File: config.mk
export PLATFORM = sky130hd
export DESIGN_NAME = layer_input_arbiter
export DESIGN_NICKNAME = d
export VERILOG_FILES = /design/src/rtl/nn_ctrl_pkg.sv /design/src/rtl/mux2to1_64bit.sv /design/src/rtl/layer_input_arbiter.sv
export SDC_FILE = /design/constraint.sdc
export NUM_CORES = 1
export LEC_CHECK = 0
export CAP_MARGIN = 20
export CORE_ASPECT_RATIO = 1.4
export CORE_MARGIN = 10
export CORE_UTILIZATION = 37
export CTS_CLUSTER_SIZE = 25
export DETAILED_ROUTE_END_ITERATION = 7
export PLACE_DENSITY = 0.74
export SLEW_MARGIN = 20
export SYNTH_ARGS = -nofsm -noshare
export SYNTH_HDL_FRONTEND = slang
export SYNTH_HIERARCHICAL = 1
export SYNTH_SLANG_ARGS = --single-unit
export TNS_END_PERCENT = 1
File: constraint.sdc
create_clock -name clk -period 1.6 [get_ports clk]
set_input_delay 0.48 -clock clk [delete_from_list [all_inputs] [get_ports clk]]
set_output_delay 0.48 -clock clk [all_outputs]
set_load 0.01 [all_outputs]
File: src/rtl/nn_ctrl_pkg.sv
`default_nettype none
// ============================================================================
//  Module   : nn_ctrl_pkg
//  Purpose  : Shared types and defaults for the neural-net control blocks:
//             layer-input arbiter FSM encoding, requester ids, width defaults.
//  Revision : 1.0 - initial release
// ============================================================================
package nn_ctrl_pkg;

  // Default datapath and grant-length settings for the layer input arbiter
  localparam int NN_IWIDTH  = 64;
  localparam int NN_MAXBEAT = 16;
  localparam int NN_CW      = 4;

  // Arbiter FSM encoding
  typedef enum logic [1:0] {
    ARB_IDLE   = 2'd0,
    ARB_GRANT0 = 2'd1,
    ARB_GRANT1 = 2'd2
  } arb_state_e;

  // Requester identity; value doubles as the data-steering select
  typedef enum logic {
    REQ_IN0 = 1'b0,
    REQ_IN1 = 1'b1
  } req_id_e;

  // Round-robin tie break: the requester that did not hold the last grant wins
  function automatic req_id_e tie_winner(input req_id_e last_grant);
    return (last_grant == REQ_IN0) ? REQ_IN1 : REQ_IN0;
  endfunction

endpackage : nn_ctrl_pkg
`default_nettype wire

File: src/rtl/mux2to1_64bit.sv
`default_nettype none
// ============================================================================
//  Module   : mux2to1_64bit
//  Purpose  : Plain two-input word multiplexer (sel=0 -> in1, sel=1 -> in2).
//  Revision : 1.0 - initial release
// ============================================================================
module mux2to1_64bit #(
  parameter int WIDTH = 64
) (
  input  logic [WIDTH-1:0] in1,
  input  logic [WIDTH-1:0] in2,
  input  logic             sel,
  output logic [WIDTH-1:0] out
);

  // Pure combinational select
  assign out = sel ? in2 : in1;

endmodule : mux2to1_64bit
`default_nettype wire

File: src/rtl/layer_input_arbiter.sv
`default_nettype none
// ============================================================================
//  Module   : layer_input_arbiter
//  Purpose  : Two-way packet arbiter feeding the shared layer input. Requester
//             0 is the pixel input path, requester 1 the hidden-layer feedback.
//             A grant lasts until a beat with last=1 or MAXBEAT beats have
//             moved; ties go to whichever requester was not served last.
//             The output is a single registered stage with valid/ready.
//  Revision : 1.0 - initial release
// ============================================================================
module layer_input_arbiter
  import nn_ctrl_pkg::*;
#(
  parameter int IWIDTH  = NN_IWIDTH,
  parameter int MAXBEAT = NN_MAXBEAT,
  parameter int CW      = NN_CW
) (
  input  logic              clk,
  input  logic              rst_n,
  // requester 0 : pixel input path
  input  logic              in0_valid,
  input  logic              in0_last,
  input  logic [IWIDTH-1:0] in0_data,
  output logic              in0_ready,
  // requester 1 : hidden-layer feedback path
  input  logic              in1_valid,
  input  logic              in1_last,
  input  logic [IWIDTH-1:0] in1_data,
  output logic              in1_ready,
  // shared layer input
  output logic              out_valid,
  output logic              out_last,
  output logic [IWIDTH-1:0] out_data,
  input  logic              out_ready,
  // status
  output logic              sel,
  output logic              busy
);

  // Beat index at which a grant is force-released
  localparam logic [CW-1:0] c_last_beat = CW'(MAXBEAT - 1);

  // --------------------------------------------------------------------------
  // State
  // --------------------------------------------------------------------------
  arb_state_e        state_q;
  req_id_e           last_grant_q;
  logic [CW-1:0]     beat_cnt_q;
  logic              sel_q;
  logic              busy_q;

  logic              out_valid_q;
  logic              out_valid_d;
  logic              out_last_q;
  logic              out_last_d;
  logic [IWIDTH-1:0] out_data_q;
  logic [IWIDTH-1:0] out_data_d;

  // --------------------------------------------------------------------------
  // Combinational handshake terms
  // --------------------------------------------------------------------------
  logic              w_out_free;
  logic              w_xfer;
  logic              w_xfer_last;
  logic              w_release;
  logic              w_any_req;
  req_id_e           w_pick;
  logic [IWIDTH-1:0] w_mux_data;

  // The output stage can take a beat when empty or being drained this cycle
  assign w_out_free = !out_valid_q || out_ready;

  // Only the granted requester ever sees ready; both stay low in IDLE
  assign in0_ready = (state_q == ARB_GRANT0) && w_out_free;
  assign in1_ready = (state_q == ARB_GRANT1) && w_out_free;

  assign w_xfer      = (in0_valid && in0_ready) || (in1_valid && in1_ready);
  assign w_xfer_last = sel_q ? in1_last : in0_last;

  // A grant ends on an explicit last beat or on the MAXBEAT-th beat
  assign w_release = w_xfer && (w_xfer_last || (beat_cnt_q == c_last_beat));

  // Requester chosen when leaving IDLE
  assign w_any_req = in0_valid || in1_valid;

  // Arbitration pick: single requester wins outright, a tie alternates
  always_comb begin
    w_pick = REQ_IN0;
    if (in0_valid && in1_valid) begin
      w_pick = tie_winner(last_grant_q);
    end else if (in1_valid) begin
      w_pick = REQ_IN1;
    end
  end

  // Data steering follows the current grant
  mux2to1_64bit #(
    .WIDTH (IWIDTH)
  ) u_data_mux (
    .in1 (in0_data),
    .in2 (in1_data),
    .sel (sel_q),
    .out (w_mux_data)
  );

  // --------------------------------------------------------------------------
  // Arbitration FSM with beat counter and registered sel/busy
  // --------------------------------------------------------------------------
  // Grant FSM: arbitrate in IDLE, count beats while granted, release to IDLE
  always_ff @(posedge clk or negedge rst_n) begin
    if (!rst_n) begin
      state_q      <= ARB_IDLE;
      last_grant_q <= REQ_IN1;
      beat_cnt_q   <= '0;
      sel_q        <= 1'b0;
      busy_q       <= 1'b0;
    end else begin
      case (state_q)
        ARB_IDLE: begin
          beat_cnt_q <= '0;
          if (w_any_req) begin
            state_q <= (w_pick == REQ_IN1) ? ARB_GRANT1 : ARB_GRANT0;
            sel_q   <= (w_pick == REQ_IN1);
            busy_q  <= 1'b1;
          end
        end
        ARB_GRANT0, ARB_GRANT1: begin
          if (w_release) begin
            state_q      <= ARB_IDLE;
            last_grant_q <= sel_q ? REQ_IN1 : REQ_IN0;
            beat_cnt_q   <= '0;
            sel_q        <= 1'b0;
            busy_q       <= 1'b0;
          end else if (w_xfer) begin
            beat_cnt_q <= beat_cnt_q + 1'b1;
          end
        end
        default: begin
          state_q    <= ARB_IDLE;
          beat_cnt_q <= '0;
          sel_q      <= 1'b0;
          busy_q     <= 1'b0;
        end
      endcase
    end
  end

  // --------------------------------------------------------------------------
  // Output register
  // --------------------------------------------------------------------------
  // Next output: load on transfer, drain when accepted, otherwise hold
  always_comb begin
    out_valid_d = out_valid_q;
    out_last_d  = out_last_q;
    out_data_d  = out_data_q;
    if (w_xfer) begin
      out_valid_d = 1'b1;
      out_last_d  = w_xfer_last;
      out_data_d  = w_mux_data;
    end else if (out_ready) begin
      out_valid_d = 1'b0;
    end
  end

  // Output stage registers; reset empties the stage and abandons any packet
  always_ff @(posedge clk or negedge rst_n) begin
    if (!rst_n) begin
      out_valid_q <= 1'b0;
      out_last_q  <= 1'b0;
      out_data_q  <= '0;
    end else begin
      out_valid_q <= out_valid_d;
      out_last_q  <= out_last_d;
      out_data_q  <= out_data_d;
    end
  end

  assign out_valid = out_valid_q;
  assign out_last  = out_last_q;
  assign out_data  = out_data_q;
  assign sel       = sel_q;
  assign busy      = busy_q;

endmodule : layer_input_arbiter
`default_nettype wire
# Word level (Yosys, flattened, before mapping)
# Index checks and enable logic that the tools add are counted.
# totals
reg_bits,75
word_cells,51
# classes
n_addsub,1
n_eq_ne,6
mux,20
n_reduce_logical,16
# ops
op,count
$mux 64,1
$mux 4,3
$mux 1,10
$logic_and 1x1->1,6
$mux 2,3
$add 4x1->4 const B,1
$eq 4x4->1 const B,1
$logic_or 1x1->1,4
$ne 2x2->1 const B,2
$pmux 1 s2,2
$pmux 2 s2,1
$reduce_and 2->1,2
$ne 3x3->1 const B,1
$eq 2x1->1 const B,1
$eq 2x2->1 const B,1
$logic_not 2->1,1
$reduce_bool 2->1,1
$reduce_or 2->1,1
$logic_not 1->1,1

# Depth between registers and ports, before layout
# logic_depth
depth_word,8
mapped_depth,8
ltp_nobuf,6

# By module
# Netlist, hierarchy kept.
# modules_own_cells
module,n_inst,cells_each,area_each_um2,seq_area_each_um2
layer_input_arbiter,1,329,2966.6,1853.0
mux2to1_64bit,1,71,1077.3,0.0

# Worst setup path before layout
# No wires, ideal clock.
# synth_path
path_kind,flip-flop to flip-flop
startpoint,reg state_q[1]
endpoint,reg beat_cnt_q[3]
arrival_time_ps,1612
required_time_ps,1523
slack_ps,-89
stages_incl_launch_ff,7
path_buffers,0
synth_period_minus_slack_ps,1689
path_cell_list,dfrtp_1 -> inv_1 -> ha_1 -> a22o_2 -> nand2_2 -> or4_1 -> a21oi_1
# synth_between
elab_chain_cells,7
# synth_rtl
element,line_no,rtl
start: declaration,layer_input_arbiter.sv:46,arb_state_e state_q;
start signal: assignment,layer_input_arbiter.sv:122,state_q <= (w_pick == REQ_IN1) ? ARB_GRANT1 : ARB_GRANT0;
$eq 2x1->1 or $eq 2x2->1 (tied branches),"layer_input_arbiter.sv:74, layer_input_arbiter.sv:118, layer_input_arbiter.sv:75",
"$logic_and 1x1->1, on equally long branches","layer_input_arbiter.sv:74, layer_input_arbiter.sv:75",
$logic_and 1x1->1,layer_input_arbiter.sv:77,assign w_xfer = (in0_valid && in0_ready) || (in1_valid && in1_ready);
$logic_or 1x1->1,layer_input_arbiter.sv:77,
$logic_and 1x1->1,layer_input_arbiter.sv:81,assign w_release = w_xfer && (w_xfer_last || (beat_cnt_q == c_last_beat));
$mux 4,layer_input_arbiter.sv:128,if (w_release) begin
$mux 4,layer_input_arbiter.sv:118,case (state_q)
end signal: assignment,layer_input_arbiter.sv:135,beat_cnt_q <= beat_cnt_q + 1'b1;
end: declaration,layer_input_arbiter.sv:48,logic [CW-1:0] beat_cnt_q;
# Several ways; a longest one is shown, not always the timed one.
# A chain may end at the register's enable or synchronous reset.

# Worst setup path in the final report
# layout_path
startpoint,reg state_q[1]
endpoint,out in0_ready
# layout_between
elab_chain_cells,2
# layout_rtl
element,line_no,rtl
$eq 2x1->1,layer_input_arbiter.sv:74,assign in0_ready = (state_q == ARB_GRANT0) && w_out_free;
$logic_and 1x1->1,layer_input_arbiter.sv:74,
end: declaration,layer_input_arbiter.sv:24,"output logic in0_ready,"
# No other way between the ends.

==> results.cfg <==
[status]
status = finished, violations left
violations = negative setup slack

[setup_path]
reg2reg_slack_ns = -0.13
worstSetupPathType = flip-flop to output pin
crit_required_ns = 1.12
critPathMaxFanout = 4
critPathArrivalTime_ns = 1.27
start_kind = flip-flop
crit_path_end_kind = output pin

[routing]
ant_nets = 0
wl_um = 12700
vias = 3553
drt_iter0_markers = 86
wl_per_cell_um = 16.5
drc = 0
dr.pass1.iters = 4
viasPerCell = 4.61

[synth]
syn_nets = 539
syn_area_per_cell_um2 = 10.1
ys_seq_elements = 74
ys_seq_area_frac = 0.458
syn_area_um2 = 4040
synth_cell_types = 32
syn_inst = 400
synth_warnings = 6

[die]
die-area_um2 = 15600
io_pins = 205
start_util = 0.376
die_y_um = 144
core_um2 = 10800
die_w_um = 108
rows = 45

[clocking]
hold_buffers = 0
htree_levels = 3
numCtsBuffers = 9
cts.sinks = 74
clockRootBuffer = clkbuf_16
cts_tree = done
clk_pin_slew_worst_paths_ns = 0.06
clock_latency_ns = 0.33
ctsLongestPathBuffers = 2

[sta]
finalSetupViolations = 75
skew_ns = 0.00505
worst_slack_ns = -0.151
finalSetupTns_ns = -6.31
holdWs_ns = 0.161
fmax_mhz = 571
grt_setup_unrepaired = true
worstMarginPinSlew_ns = 0.697
fin_crit_sh = 1.09
hold_violations = 0
period_needed_ns = 1.75
slew_headroom = 0.535
finalMaxSlewViolations = 0

[cells_and_area]
syn2layout_area_growth_pct = 68.1
drive_gt1_frac = 0.237
layout.nets = 763
antennaDiodeCount = 0

[job]
maxCapViolCount = 0

[power]
p_leak_uw = 0.00342
powerDensity_nw_per_um2 = 1620
irDropWorstVdd_uv = 750

[grt]
grt_antenna_before_repair = 0
grt_util_all_layers = 0.153
grt_pass1_vias = 3766
grt_overflow = 0
grt_max_degree = 75
grt_pass1_wl_um = 19000

[placed_design]
io_buffers = 204
dpl.hpwl_um = 9490
gp_congestion = 0.850

[min_path]
hp-class = input pin to async pin
[area by class of cell]
class | instances | area [µm²]
repair buffers | 234 | 2320
clock inverters | 5 | 53.8
clock buffers | 11 | 243
multi-input cells | 301 | 2140
fillers | 869 | 3960
well taps | 141 | 176
inverters | 4 | 17.5
flip-flops and latches | 74 | 1860
[critical path, stage by stage, from the launching register on]
cell and delay [ns]:
dfrtp_4 0.52, inv_4 0.08, ha_4 0.13, and2_4 0.13
buf_6 0.09
[layer usage]
metal | track usage | part of all wire | up-vias
met1 | 0.161 | 0.37 | 1667
met2 | 0.269 | 0.53 | 131
met5 | 0 | 0 | -
li1 | - | - | 1743
met3 | 0.0565 | 0.084 | 12
met4 | 0.0633 | 0.014 | 0
[flip-flops by register name, summed over array words and instances, names as in the netlist]
| name | flops |
|---|---|
| state_q | 2 |
| busy | 1 |
| out_valid | 1 |
| last_grant_q | 1 |
| beat_cnt_q | 4 |
| out_last | 1 |
| out_data | 64 |
[cells in the mapped netlist (all sizes together)]
| cell | number | area, µm² |
|---|---|---|
| nand2 | 202 | 763 |
| dfrtp | 73 | 1830 |
| mux2 | 66 | 968 |
| buf | 18 | 180 |
| a21oi | 6 | 33.8 |
| nand3 | 6 | 30.0 |
| ha | 4 | 50.1 |
| inv | 4 | 15.0 |
| clkbuf | 3 | 11.3 |
| mux2i | 3 | 33.8 |
| and2 | 2 | 12.5 |
| a221o | 1 | 10.0 |
| a22o | 1 | 10.0 |
| a22oi | 1 | 7.51 |
| a2bb2oi | 1 | 8.76 |
| dfstp | 1 | 26.3 |
| nand2b | 1 | 6.26 |
| nand4 | 1 | 6.26 |
| nor3b | 1 | 7.51 |
| o21ai | 1 | 5.00 |
| o21ba | 1 | 10.0 |
| o31ai | 1 | 7.51 |
| or3 | 1 | 6.26 |
| or4 | 1 | 7.51 |
[where the power goes]
part | internal [µW] | switching [µW]
sequential | 2730 | 436
clock | 1240 | 717
combinational | 3060 | 2840
[what timing repair did]
item                       CTS  global route
buffers inserted             1             4
pin swaps                    9             5
gates cloned                 0             2
setup endpoints to repair  143            76
resized for setup           99            24
[path summary, 6_finish.rpt]
path,start,to,cells past startpoint
setup / recovery,state_q[1],in0_ready,4
hold / removal,rst_n,out_data[33],2
setup reg to reg,state_q[1],out_data[16],8
hold reg to reg,out_data[10],out_data[10],2
max in group asynchronous,rst_n,last_grant_q,2
min in group clk,out_data[10],out_data[10],2
[stage by stage]
stage	worst slack [ns]	total power, µW	cells	cell area, µm²	util
2_1_floorplan	0.0191	6420	400	4070	-
5_1_grt	-0.189	11800	770	6800	0.632
3_5_place_dp	-0.636	9160	747	6320	0.588
6_report	-0.151	11000	770	6800	0.632
4_1_cts	-0.168	10700	764	6600	0.613
3_3_place_gp	-0.623	8970	747	6320	0.588
[logic make-up after synthesis]
logic type	synth area share
flops	0.458
fa+ha+maj	0.0124
mux	0.248
compound gates	0.0229
buf+inv	0.0511
simple gates	0.208
[cells in the final DEF (no fill, tap or decap), drive strengths merged, types with 4 or more instances in the layout]
| cell type | count |
|---|---|
| nand2 | 202 |
| clkdlybuf4s50 | 132 |
| dfrtp | 73 |
| dlygate4sd2 | 67 |
| mux2 | 66 |
| buf | 33 |
| clkbuf | 13 |
| nand3 | 6 |
| a21oi | 6 |
| ha | 4 |
| clkinv | 4 |
| inv | 4 |
(Power assumes the default switching activity.)
